$ cat src/rtl/fast_img_pkg.sv
// Shared image types for the FAST front end: pixel depth, image bounds,
// coordinate/pixel typedefs and the generic pixel request struct.
package fast_img_pkg;

  localparam int PIXEL_DEPTH = 8;
  localparam int X_MAX       = 200;
  localparam int Y_MAX       = 200;
  localparam int XW          = $clog2(X_MAX);
  localparam int YW          = $clog2(Y_MAX);

  typedef logic [XW-1:0]          x_coord_t;
  typedef logic [YW-1:0]          y_coord_t;
  typedef logic [PIXEL_DEPTH-1:0] pixel_t;

  typedef struct packed {
    x_coord_t x;
    y_coord_t y;
    pixel_t   dat;
  } img_req_t;

endpackage

$ cat src/rtl/rr_pick2.sv
// Two-way round-robin pick for the image RAM arbiter; only built with SRAM_ARB_RR_EN.
// Requester a is the writer, b the reader; the pointer records who won the last contention.
`ifdef SRAM_ARB_RR_EN
module rr_pick2 (
  input  logic clk,
  input  logic rst,
  input  logic req_a_i,
  input  logic req_b_i,
  output logic gnt_a_o,
  output logic gnt_b_o
);

  logic last_b_q;
  logic last_b_d;
  logic contended;

  // Resetting the pointer to "b won last" hands the first contention to a.
  always_comb begin
    contended = req_a_i & req_b_i & ~rst;
    gnt_a_o   = req_a_i & ~rst & (~req_b_i | last_b_q);
    gnt_b_o   = req_b_i & ~rst & (~req_a_i | ~last_b_q);
    last_b_d  = contended ? ~last_b_q : last_b_q;
  end

  always_ff @(posedge clk) begin
    if (rst) begin
      last_b_q <= 1'b1;
    end else begin
      last_b_q <= last_b_d;
    end
  end

endmodule
`endif

$ cat src/rtl/sram_image_arbiter.sv
// Single-port image RAM arbiter: grants loader writes and fetcher reads, drops
// out-of-bounds coordinates, returns read data two cycles after the grant.
// Define SRAM_ARB_RR_EN for round-robin arbitration instead of fixed write priority.
module sram_image_arbiter #(
  parameter  int PIXEL_DEPTH = fast_img_pkg::PIXEL_DEPTH,
  parameter  int X_MAX       = fast_img_pkg::X_MAX,
  parameter  int Y_MAX       = fast_img_pkg::Y_MAX,
  localparam int XW          = $clog2(X_MAX),
  localparam int YW          = $clog2(Y_MAX)
) (
  input  logic                   clk,
  input  logic                   rst,
  input  logic                   wr_req,
  input  logic [XW-1:0]          wr_x,
  input  logic [YW-1:0]          wr_y,
  input  logic [PIXEL_DEPTH-1:0] wr_dat,
  output logic                   wr_gnt,
  output logic                   wr_oob,
  input  logic                   rd_req,
  input  logic [XW-1:0]          rd_x,
  input  logic [YW-1:0]          rd_y,
  output logic                   rd_gnt,
  output logic                   rd_valid,
  output logic [PIXEL_DEPTH-1:0] rd_dat,
  output logic                   rd_oob,
  output logic [XW-1:0]          ram_x_addr,
  output logic [YW-1:0]          ram_y_addr,
  output logic [PIXEL_DEPTH-1:0] ram_wdat,
  output logic                   ram_wen,
  output logic                   ram_ren,
  input  logic [PIXEL_DEPTH-1:0] ram_rdat,
  output logic                   busy
);

  import fast_img_pkg::*;

  localparam logic [XW:0] X_LIM = (XW+1)'(X_MAX);
  localparam logic [YW:0] Y_LIM = (YW+1)'(Y_MAX);

  logic wr_pick;
  logic rd_pick;
  logic wr_oob_now;
  logic rd_oob_now;

  logic [XW-1:0]          x_q, x_d;
  logic [YW-1:0]          y_q, y_d;
  logic [PIXEL_DEPTH-1:0] wdat_q, wdat_d;
  logic                   wen_q, wen_d;
  logic                   ren_q, ren_d;
  logic                   wr_oob_q, wr_oob_d;
  logic                   s1_valid_q, s1_valid_d;
  logic                   s1_oob_q, s1_oob_d;
  logic                   s2_valid_q, s2_valid_d;
  logic                   s2_oob_q, s2_oob_d;

`ifdef SRAM_ARB_RR_EN
  rr_pick2 u_rr_pick2 (
    .clk     (clk),
    .rst     (rst),
    .req_a_i (wr_req),
    .req_b_i (rd_req),
    .gnt_a_o (wr_pick),
    .gnt_b_o (rd_pick)
  );
`else
  assign wr_pick = wr_req & ~rst;
  assign rd_pick = rd_req & ~wr_req & ~rst;
`endif

  assign wr_gnt     = wr_pick;
  assign rd_gnt     = rd_pick;
  assign wr_oob_now = ({1'b0, wr_x} >= X_LIM) | ({1'b0, wr_y} >= Y_LIM);
  assign rd_oob_now = ({1'b0, rd_x} >= X_LIM) | ({1'b0, rd_y} >= Y_LIM);

  // OOB requests are consumed but never touch the address or strobes.
  always_comb begin
    x_d        = x_q;
    y_d        = y_q;
    wdat_d     = wdat_q;
    wen_d      = 1'b0;
    ren_d      = 1'b0;
    wr_oob_d   = wr_gnt & wr_oob_now;
    s1_valid_d = rd_gnt;
    s1_oob_d   = rd_gnt & rd_oob_now;
    s2_valid_d = s1_valid_q;
    s2_oob_d   = s1_oob_q;
    if (wr_gnt && !wr_oob_now) begin
      x_d    = wr_x;
      y_d    = wr_y;
      wdat_d = wr_dat;
      wen_d  = 1'b1;
    end else if (rd_gnt && !rd_oob_now) begin
      x_d   = rd_x;
      y_d   = rd_y;
      ren_d = 1'b1;
    end
  end

  always_ff @(posedge clk) begin
    if (rst) begin
      x_q        <= '0;
      y_q        <= '0;
      wdat_q     <= '0;
      wen_q      <= 1'b0;
      ren_q      <= 1'b0;
      wr_oob_q   <= 1'b0;
      s1_valid_q <= 1'b0;
      s1_oob_q   <= 1'b0;
      s2_valid_q <= 1'b0;
      s2_oob_q   <= 1'b0;
    end else begin
      x_q        <= x_d;
      y_q        <= y_d;
      wdat_q     <= wdat_d;
      wen_q      <= wen_d;
      ren_q      <= ren_d;
      wr_oob_q   <= wr_oob_d;
      s1_valid_q <= s1_valid_d;
      s1_oob_q   <= s1_oob_d;
      s2_valid_q <= s2_valid_d;
      s2_oob_q   <= s2_oob_d;
    end
  end

  assign ram_x_addr = x_q;
  assign ram_y_addr = y_q;
  assign ram_wdat   = wdat_q;
  assign ram_wen    = wen_q;
  assign ram_ren    = ren_q;
  assign wr_oob     = wr_oob_q;
  assign rd_valid   = s2_valid_q;
  assign rd_oob     = s2_oob_q;
  // Data is forced to zero outside a valid in-bounds return, including right after reset.
  assign rd_dat     = (s2_valid_q && !s2_oob_q) ? ram_rdat : '0;
  assign busy       = s1_valid_q | s2_valid_q;

endmodule
$ cat config.mk
export PLATFORM = sky130hd
export DESIGN_NAME = sram_image_arbiter
export DESIGN_NICKNAME = d
export VERILOG_FILES = /design/src/rtl/fast_img_pkg.sv /design/src/rtl/rr_pick2.sv /design/src/rtl/sram_image_arbiter.sv
export SDC_FILE = /design/constraint.sdc
export NUM_CORES = 1
export LEC_CHECK = 0
export ABC_AREA = 1
export CELL_PAD_IN_SITES_DETAIL_PLACEMENT = 1
export CELL_PAD_IN_SITES_GLOBAL_PLACEMENT = 1
export CORE_MARGIN = 2
export CORE_UTILIZATION = 25
export CTS_CLUSTER_SIZE = 40
export DETAILED_ROUTE_END_ITERATION = 12
export PLACE_DENSITY = 0.76
export SLEW_MARGIN = 20
export SYNTH_ARGS = -nofsm -noshare
export SYNTH_HDL_FRONTEND = slang
export SYNTH_SLANG_ARGS = --single-unit
export TNS_END_PERCENT = 100
$ cat constraint.sdc
create_clock -name clk -period 1.6 [get_ports clk]
set_clock_uncertainty 0.15 [all_clocks]
set_input_delay 0.32 -clock clk [delete_from_list [all_inputs] [get_ports clk]]
set_output_delay 0.32 -clock clk [all_outputs]
set_load 0.05 [all_outputs]
=== Yosys cells after proc, flatten, opt, wreduce, memory -nomap -nowiden ===
Index checks and enable logic that the tools add are counted.

* Magnitude comparators: 4
* Multiplexer cells: 7
* Bitwise gates (word level): 10
* Reductions and logical operators: 8

{| class="wikitable"
|+ Operators with widths
! operator !! count
|-
| 2-to-1 mux 8 bit || 5
|-
| >= comparator 8 bit (second input constant) || 4
|-
| AND 1 bit || 5
|-
| logical AND 1 bit || 3
|-
| logical NOT 1 bit || 3
|-
| OR 1 bit || 3
|-
| 2-to-1 mux 1 bit || 2
|-
| inverter 1 bit || 2
|-
| nonzero test 2 bit || 1
|-
| OR reduction 2 bit || 1
|}

* Flip-flop bits (word level): 31
* Bits of input ports: 52
* Word-level logic and storage cells: 39

=== Longest topological paths before layout ===
* Word-level depth: 6
* Mapped depth: 9

=== Least setup slack after synthesis ===
Ideal clock, no wire load.

* Kind: reg-to-output
* Start: register s2_valid_q (netlist: rd_valid)
* End: output port rd_dat[0]
* Arrival time: 1.811 ns
* Data required time: 1.130 ns
* Path slack: -0.681 ns
* Cell stages (with the launch flop): 5
* Buffers on the path: 1
* Cells stage by stage: dfxtp_1 inv_1 or2_2 clkbuf_1 nor2_1

* Cells in the longest elaborated chain, start to end: 2

{| class="wikitable"
|+ RTL lines
! what !! RTL line !! text
|-
| start, declared || sram_image_arbiter.sv:53 || <nowiki>logic s2_valid_q, s2_valid_d;</nowiki>
|-
| start signal, assigned || sram_image_arbiter.sv:120 || <nowiki>s2_valid_q <= s2_valid_d;</nowiki>
|-
| logical AND 1 bit || sram_image_arbiter.sv:134 || <nowiki>assign rd_dat = (s2_valid_q && !s2_oob_q) ? ram_rdat : '0;</nowiki>
|-
| 2-to-1 mux 8 bit || sram_image_arbiter.sv:134 ||
|-
| end, declared || sram_image_arbiter.sv:24 || <nowiki>output logic [PIXEL_DEPTH-1:0] rd_dat,</nowiki>
|}

No other way between the ends.

=== Final worst setup path ===
* Start: register s2_valid_q (netlist: rd_valid)
* End: output port rd_dat[5]

The elaborated chain is that of the path after synthesis.

==> impl_metrics.csv <==
group,metric,value,unit
outcome,outcome,"complete, but fails checks",
outcome,failed_checks,"setup timing",
worst_setup_path,crit_slowest_cell,"dfxtp_4",
final_layout,diodes,0,
cts,clock-root-buffer,"clkbuf_8",
routing,drt-total-wl,6.04,mm
floorplanning,start_util,0.254,
final_layout,fill_cells,737,
worst_setup_path,required,1.13,ns
yosys,netlist_instances,240,
timing,setup_viol,8,
pwr,irDropWorstVdd,0.365,mV
timing,layout_setup_ws,-0.162,ns
final_layout,nets,400,
worst_setup_path,worstPathMaxFanout,8,
final_layout,syn_to_final_growth,114,%
worst_setup_path,criticalPathCategory,"reg -> out",
floorplanning,fp-row-count,29,
placement,io_buffers,91,
yosys,seq_area_frac_synth,0.389,
timing,maxSlewHeadroom,0.820,
grt,grt_max_degree,27,
timing,worst_pin_slew,0.269,ns
worst_setup_path,crit_family,"simple AND/OR/NAND/NOR gates",
cts,clk_latency,0.29,ns
pwr,intPower,1590,uW
worst_setup_path,path_cells,"inv_2 -> or2_4 -> nor2_4 -> buf_12",
pwr,swShare,0.337,
worst_setup_path,crit_path_max_incr_delay,0.35,ns
floorplanning,fp.coreArea,6280,um^2
cts,cts_buffers,5,
final_layout,design_area,3410,um^2
min_path,hp-class,"in -> reg",
worst_setup_path,r2r_end,"ram_x_addr[0]$_SDFFE_PP0P_",
placement,place_area,3120,um^2
placement,place_congestion,0.802,
routing,vias_per_cell,4.55,
grt,antenna_found_initial,0,
timing,fmax,0.568,GHz
cts,clockBufferDepth,2,
yosys,synth_cell_types,19,
floorplanning,die_x,83.9,um
worst_setup_path,path_buf_inv,2,
floorplanning,die_y,83.9,um
grt,grt_pass1_vias,1924,
routing,wl_per_cell,14.2,um
floorplanning,dieArea,7040,um^2
final_layout,final_core_util,0.544,
worst_setup_path,timing.rr.start,"ram_x_addr[0]$_SDFFE_PP0P_",
yosys,ys_ff_latch,31,
timing,final_hold_viol_count,0,
placement,hpwl,4.38,mm
worst_setup_path,rr_worst_depth,3,
min_path,holdPathStages,2,
pwr,p_sw,809,uW
cts,cts.sinks,31,
timing,fin_crit,1.76,ns
routing,ant_nets,0,
timing,rsz0062_at_grt,"true",
final_layout,drive_above_1_share,0.284,
pwr,p_leak,0.00170,uW
pwr,pwr-share-seq,0.368,
worst_setup_path,rrSetupSlack,0.64,ns
pwr,powerDensity,702,nW/um^2
routing,drc_errors,0,
floorplanning,io_pins,92,
min_path,worstHoldEndpoint,"rd_oob$_SDFF_PP0_",
flow_run,drv_cap,0,
timing,finalSetupTns,-1.19,ns
cts,h-tree-depth,2,
cts,tritoncts,"done",
worst_setup_path,endpoint_kind,"primary output",
pwr,p_comb_frac,0.383,
worst_setup_path,cp.arrival,1.29,ns
yosys,syn_avg_cell_area,6.65,um^2
timing,holdWs,0.147,ns
routing,drt_iter0_drc,65,
routing,dr.pass1.iters,5,
yosys,syn_nets,292,
grt,grt_pass1_wl,9.24,mm
routing,dr_total_vias,1938,
yosys,netlist_area,1600,um^2
grt,grt_use_total,0.163,
timing,period_share,1.10,
yosys,ys_warn_count,0,
placement,dp_slack,-0.434,ns
worst_setup_path,startpoint_type,"register",
timing,slew_viol_final,0,
cts,clkSlewWorstSetupHoldPaths,0.07,ns
min_path,worstHoldStart,"rst",
pwr,p_clk_frac,0.249,
grt,globalRouteOverflowTotal,0,
## timing repair
| item | 4_1_cts | 5_1_grt |
|---|---|---|
| setup buffers | 3 | 2 |
| endpoints found under the setup margin | 33 | 33 |
| hold buffers | 0 | 0 |
| gates resized for setup | 10 | 30 |
| gates cloned | 0 | 4 |
| pin swaps | 2 | 21 |
## synthesized netlist by cell type
cell       n  area share
a21boi_0   2      0.0094
buf_2      8       0.025
buf_4      1      0.0047
buf_6      1      0.0071
clkbuf_1   2      0.0047
clkinv_1   1      0.0023
dfxtp_1   31        0.39
inv_1     20       0.047
inv_2      2      0.0047
inv_4      1      0.0039
nand2_1   77        0.18
nand2_2    2      0.0078
nand3_1    8       0.025
nand3_4    2       0.022
nand3b_1  16       0.075
nand4_1   16       0.063
nor2_1    47        0.11
nor2_4     2       0.014
or2_2      1      0.0039
## power by group through the flow
stage                     logic [uW]  clock network [uW]  registers [uW]
after floorplan                  247                   0            1050
after global placement           865                   0             897
after detailed placement         879                   0             899
after global routing             972                 649             887
after CTS                        891                 621             882
final                            918                 598             882
## metrics by stage
| step | std cells | total power (uW) |
|---|---|---|
| after global placement | 409 | 1760 |
| final | 426 | 2400 |
| after global routing | 426 | 2510 |
| after CTS | 420 | 2390 |
| after detailed placement | 409 | 1780 |
| after floorplan | 240 | 1300 |
## placed cells by master, fill, tap and decap left out, types with 7 or more instances in the layout
cell type        instances
nand2_1                 72
buf_12                  41
nor2_1                  38
clkdlybuf4s50_1         33
dfxtp_1                 29
inv_1                   18
nand3b_1                16
nand4_1                 16
dlymetal6s2s_1          15
buf_4                   12
nor2_4                  10
nand3_1                  7
## worst max-delay path by stage
stage | startpoint | end | slack, ns | depth (start not counted)
finish | rd_valid$_SDFF_PP0_ | rd_dat[5] | -0.16 | 4
CTS | rd_valid$_SDFF_PP0_ | rd_dat[0] | -0.16 | 4
global placement | rst | ram_wdat[4]$_SDFFE_PP0P_ | -0.35 | 7
global route | rd_valid$_SDFF_PP0_ | rd_dat[6] | -0.20 | 4
detailed placement | rst | ram_wdat[7]$_SDFFE_PP0P_ | -0.43 | 7
floorplan | rd_valid$_SDFF_PP0_ | rd_dat[0] | -0.03 | 4
## routing by layer
| metal | part of all wire | vias to the layer above | wire (um) | track usage |
|---|---|---|---|---|
| li1 | - | 964 | - | - |
| met1 | 0.43 | 911 | 2570 | 0.188 |
| met2 | 0.52 | 57 | 3150 | 0.295 |
| met3 | 0.037 | 6 | 225 | 0.0326 |
| met4 | 0.014 | 0 | 87 | 0.0616 |
| met5 | 0 | - | 0 | 0 |
## flip-flops by register name, indices dropped and copies added (netlist names)
register    flops
ram_ren         1
ram_wen         1
ram_x_addr      8
s1_valid_q      1
s1_oob_q        1
ram_wdat        8
wr_oob          1
rd_valid        1
ram_y_addr      8
rd_oob          1
## area by class of cell
type / count / area (um^2) / share of cell area
timing repair buffer: 113 / 1600 / 0.467
multi-input combinational: 173 / 915 / 0.268
inverter: 24 / 100 / 0.0293
sequential: 31 / 626 / 0.183
clock buffer: 7 / 76.3 / 0.0224
clock inverter: 1 / 5.00 / 0.00147
tap: 77 / 96.3 / 0.0282
## logic make-up after synthesis
logic type | after synthesis | synth area share
AOI/OAI and AO/OA | 2 | 0.00940
buffers and inverters | 36 | 0.0995
DFF | 31 | 0.389
and+or+nand+nor | 171 | 0.502
(Power assumes the default switching activity.)
==> RTL change 1, RTL diff (same flow settings) <==
`X_MAX`: 200 -> 400.
--- a/src/rtl/fast_img_pkg.sv
+++ b/src/rtl/fast_img_pkg.sv
@@ -5,3 +5,3 @@
   localparam int PIXEL_DEPTH = 8;
-  localparam int X_MAX       = 200;
+  localparam int X_MAX       = 400;
   localparam int Y_MAX       = 200;
Ports: changed (resized ram_x_addr, rd_x and wr_x); port bits go from 92 to 95. No check against the original RTL was run, so the function may have changed too.
==> RTL change 1 against the original RTL <==
  * The flow still finishes with violations (setup timing)
  * Sequential power rose by 3.1%
  * Global-route usage grew 1.2 points
  * Total power up 8.5%
  * Clock power grew 20%
  * Cell area grew 5.7%
  * First-iteration DRC count increased by 1.5%
  * Wire length grew 6.4%
  * Area after synthesis increased by 6.9%
  * Core utilization is 0.37 points lower
  * Fmax grew 0.57%
  * Worst setup slack better by 0.0099 ns
  * Sequential cell count increased by 1
  * Largest cell class unchanged
==> RTL change 1: results (changes against the original RTL) <==
Synth
  – Commonest cells post-synth: 78 x nand2_1, 39 x nor2_1, 32 x dfxtp_1
  – Mapped Nets: 303 (+3.8%)

Finish
  – Seq/total area: 17.9% (-0.44 points)
  – Filler Cells Inserted: 771 (+4.6%)
  – Multi-input logic area: 972 sq um (+6.3%)
  – Share of post-route cells with drive strength above 1: 31.8% (+3.4 points)
  – Final #Nets: 418 (+4.5%)
  – Clk cell area share: 2.84% (+0.46 points)
  – Final std cells w/o fill: 445 (+4.5%)
  – Non-clk buf share: 46.6% (-0.17 points)
  – Multi-input gates: 180 (+4.0%)
  – Multi-input combinational area share: 26.9% (+0.15 points)
  – Non-clock buffer instance count of the final layout: 121 (+7.1%)

Setup path
  – R2R Setup Slk: 0.71 ns (+0.07 ns)
  – RR Startpoint: ram_y_addr[0]
  – Setup crit end: rd_dat[0]

Detailed routing
  – Initial DRC count: 66 (+1.5%)
  – Routed metal-1 wirelength: 2510 microns (-2.3%)
  – Final wirelength: 6430 microns (+6.4%)
  – Met2 wire length: 3440 microns (+9.1%)
  – Met3 wire length: 390 microns (+73%)
  – Pre-antenna DRT Iters: 4 (-1)

Clock network
  – Clk sinks: 32 (+3.2%)

Timing
  – Setup WS post-layout: -0.152 ns (+0.00991 ns)
  – Finish-stage setup viols: 8 (unchanged)

Placed design
  – Place WS: -0.453 ns (-0.0187 ns)
  – Placed cells: 427 (+4.4%)
  – Dpl hpwl: 4630 microns (+5.7%)
  – Placer Congestion: 0.734 (-8.5%)

Floorplan
  – Core area: 6680 sq um (+6.4%)

Hold path
  – Worst Hold End: rd_valid

Pwr
  – Maximum vdd drop: 0.000432 V (+19%)
  – Sw frac: 33.1% (-0.68 points)
  – Leak Pwr: 1.73 nW (+2.0%)

Status
  – Failing checks: setup timing
  – Status: finished with violations

GRT
  – Vias in the first global route: 2187 (+14%)
  – Wire length of the first global-routing pass: 10200 microns (+10%)
  – GRT Resource Usage Total: 17.5% (+1.2 points)
==> RTL change 1: changes by cell type after synthesis, moves of 2 or more <==
cell	delta
nor2_1	-8
buf_6	+3
inv_2	-2
nor2_2	+11
nand2_4	+2
buf_2	-2
==> RTL change 1: power by group through the flow <==
| stage | combinational [mW] | clock (mW) | sequential [mW] |
|---|---|---|---|
| floorplan | 0.274 | 0 | 1.09 |
| global placement | 0.921 | 0 | 0.925 |
| detailed placement | 0.937 | 0 | 0.927 |
| CTS | 0.968 | 0.738 | 0.909 |
| global route | 1.04 | 0.767 | 0.915 |
| finish | 0.977 | 0.715 | 0.909 |
==> RTL change 1: kinds of logic after synthesis <==
logic type | synth area share (%)
compound gates | 0.880
buf+inv | 10.6
flops | 37.5
simple gates | 51.0
==> RTL change 1: timing repair <==
item	4_1_cts	5_1_grt
gates cloned	2	2
setup buffers	6	1
setup endpoints to repair	36	34
resized for setup	22	16
pin swaps	11	17
==> RTL change 2, RTL diff (same flow settings) <==
Made on the original files. `x_q`, `y_q` and `wdat_q` no longer have a reset.
--- a/src/rtl/sram_image_arbiter.sv
+++ b/src/rtl/sram_image_arbiter.sv
@@ -100,5 +100,2 @@
     if (rst) begin
-      x_q        <= '0;
-      y_q        <= '0;
-      wdat_q     <= '0;
       wen_q      <= 1'b0;
@@ -111,5 +108,2 @@
     end else begin
-      x_q        <= x_d;
-      y_q        <= y_d;
-      wdat_q     <= wdat_d;
       wen_q      <= wen_d;
@@ -122,2 +116,8 @@
     end
+  end
+
+  always_ff @(posedge clk) begin
+    x_q    <= x_d;
+    y_q    <= y_d;
+    wdat_q <= wdat_d;
   end
Formal check against the unedited RTL: differs if rst is asserted again (counterexample within 4 cycles, from zero or initial values and one cycle with rst high); with rst held inactive, the same outputs for 10 cycles.
==> RTL change 2 against the original RTL <==
  * The flow still finishes with violations (setup timing)
  * Fmax rose by 0.17%
  * Area after synthesis fell by 14%
  * Wire length fell by 3.8%
  * Worst setup slack improved by 0.0031 ns
  * Core utilization rose by 6.4 points
  * Cell area fell by 7.3%
  * Sequential cell count did not move
  * Total power rose by 0.45%
  * Register-to-register slack improved by 0.24 ns
  * Highest routed layer unchanged
==> RTL change 2: results (changes against the original RTL) <==
Status
  – Status: finished with violations
  – Failing checks: setup timing

Hold path
  – Hold path startpoint: wr_y[4]
  – Hold crit path type: input pin to register

Finish
  – ANT cells: 0 (unchanged)
  – Filler Cells Inserted: 543 (-26%)
  – Final std cells w/o fill: 325 (-24%)
  – Share of post-route cells with drive strength above 1: 35.3% (+6.9 points)
  – Final #Nets: 306 (-24%)

Detailed routing
  – Pre-antenna DRT Iters: 4 (-1)
  – Initial DRC count: 60 (-7.7%)
  – Final wirelength: 5800 microns (-3.8%)
  – Via count: 1471 (-24%)

Timing
  – Hold_ws: 0.256 ns (+0.108 ns)
  – Slew HR: 83.0% (+0.95 points)
  – Setup WS post-layout: -0.159 ns (+0.00308 ns)
  – Finish-stage setup viols: 9 (+1)

Synth
  – Syn Inst Count: 140 (-42%)
  – Distinct cells, synth: 16 (-3)
  – Mapped Nets: 192 (-34%)
  – Number of synthesized flops with an enable pin: 24 (+24)
  – Commonest cells post-synth: 41 x nand2_1, 24 x edfxtp_1, 21 x inv_1
  – Post-synthesis sequential area ratio: 63.0% (+24 points)
  – Largest cells by area after synthesis: edfxtp_1 53%, nand2_1 11%, dfxtp_1 10%

GRT
  – Initial antenna violation count: 0 (unchanged)
  – Largest net degree at the start of global routing: 18 (-33%)
  – M1 GR Usage: 19.5% (+0.67 points)
  – GR Util met3: 6.16% (+2.9 points)
  – Met2 global-route usage: 36.9% (+7.4 points)
  – Vias in the first global route: 1640 (-15%)
  – GRT Resource Usage Total: 18.8% (+2.5 points)
  – Wire length of the first global-routing pass: 8690 microns (-5.9%)

Placed design
  – Placer Congestion: 0.721 (-10%)
  – Dpl hpwl: 4360 microns (-0.38%)

Pwr
  – Maximum vdd drop: 0.000306 V (-16%)
  – Leak Pwr: 1.40 nW (-18%)

Clock network
  – CTS buffer count: 5 (unchanged)
  – Clock-pin slew on the worst setup and hold paths: 0.06 ns
  – Worst-skew pair later-pin latency: 0.27 ns (-0.02 ns)
  – CTS H-tree depth: 2 (unchanged)

Setup path
  – RR Startpoint: s1_valid_q
  – Worst Setup SP: rd_valid
  – R2R Setup Slk: 0.88 ns (+0.24 ns)
  – Worst Path Arrival: 1.29 ns (about the same)
[RTL change 2: cell types whose count changed in the layout (fill, tap and decap cells not counted), moves of 2 or more]
cell	unedited run	this run
nand2_8	0	2
clkdlybuf4s50_1	33	42
nor2_1	38	7
clkbuf_16	3	0
inv_4	2	0
edfxtp_1	0	24
dlymetal6s2s_1	15	6
clkinv_1	0	2
nand2_1	72	37
nand3_1	7	1
dfxtp_1	29	5
nand3b_1	16	0
[RTL change 2: layout make-up]
cell class	count	area share (%)
timing repair buffer	111	48.0
sequential	31	27.4
multi-input combinational	84	16.8
tap	70	2.77
inverter	21	2.49
clock buffer	6	2.29
clock inverter	2	0.237
[RTL change 2: where the power goes]
part,switching [mW],internal (mW)
combinational,0.419,0.420
sequential,0.0513,0.942
clock,0.280,0.296
total,0.750,1.66
[RTL change 2: cell families after synthesis]
family / share of synthesized area (%)
DFF: 63.0
and+or+nand+nor: 27.6
buffers and inverters: 8.33
AOI/OAI and AO/OA: 1.10
[RTL change 2: worst paths after layout]
path                   endpoint  depth (start not counted)
setup / recovery      rd_dat[0]                          4
hold / removal    ram_y_addr[4]                          3
setup reg to reg       rd_valid                          2
hold reg to reg          rd_oob                          2
[RTL change 2: metal layers]
layer	share of wire (%)	vias up
li1	-	689
met1	37	706
met2	54	70
met3	7.4	6
met4	1.3	0
met5	0	-
[RTL change 2: timing repair]
item	4_1_cts	5_1_grt
endpoints found under the setup margin	28	48
buffers inserted	4	3
hold buffers	0	0
resized for setup	8	15
pin swaps	3	13
gates cloned	0	1
[RTL change 2: critical path, cell delays in order (launching register included)]
cell and delay, ns:
dfxtp_4 0.35, inv_2 0.03, or2_4 0.32, nor2_4 0.17, buf_12 0.14
[RTL change 2: per-stage QoR]
stage / power (mW) / instance area (sq um) / setup TNS [ns] / setup WS [ns]
floorplan: 1.32 / 1480 / -0.0927 / -0.0319
global placement: 1.79 / 2930 / -9.40 / -0.244
detailed placement: 1.81 / 2930 / -10.83 / -0.290
CTS: 2.40 / 3060 / -1.26 / -0.173
global route: 2.51 / 3170 / -2.38 / -0.219
finish: 2.41 / 3170 / -1.12 / -0.159
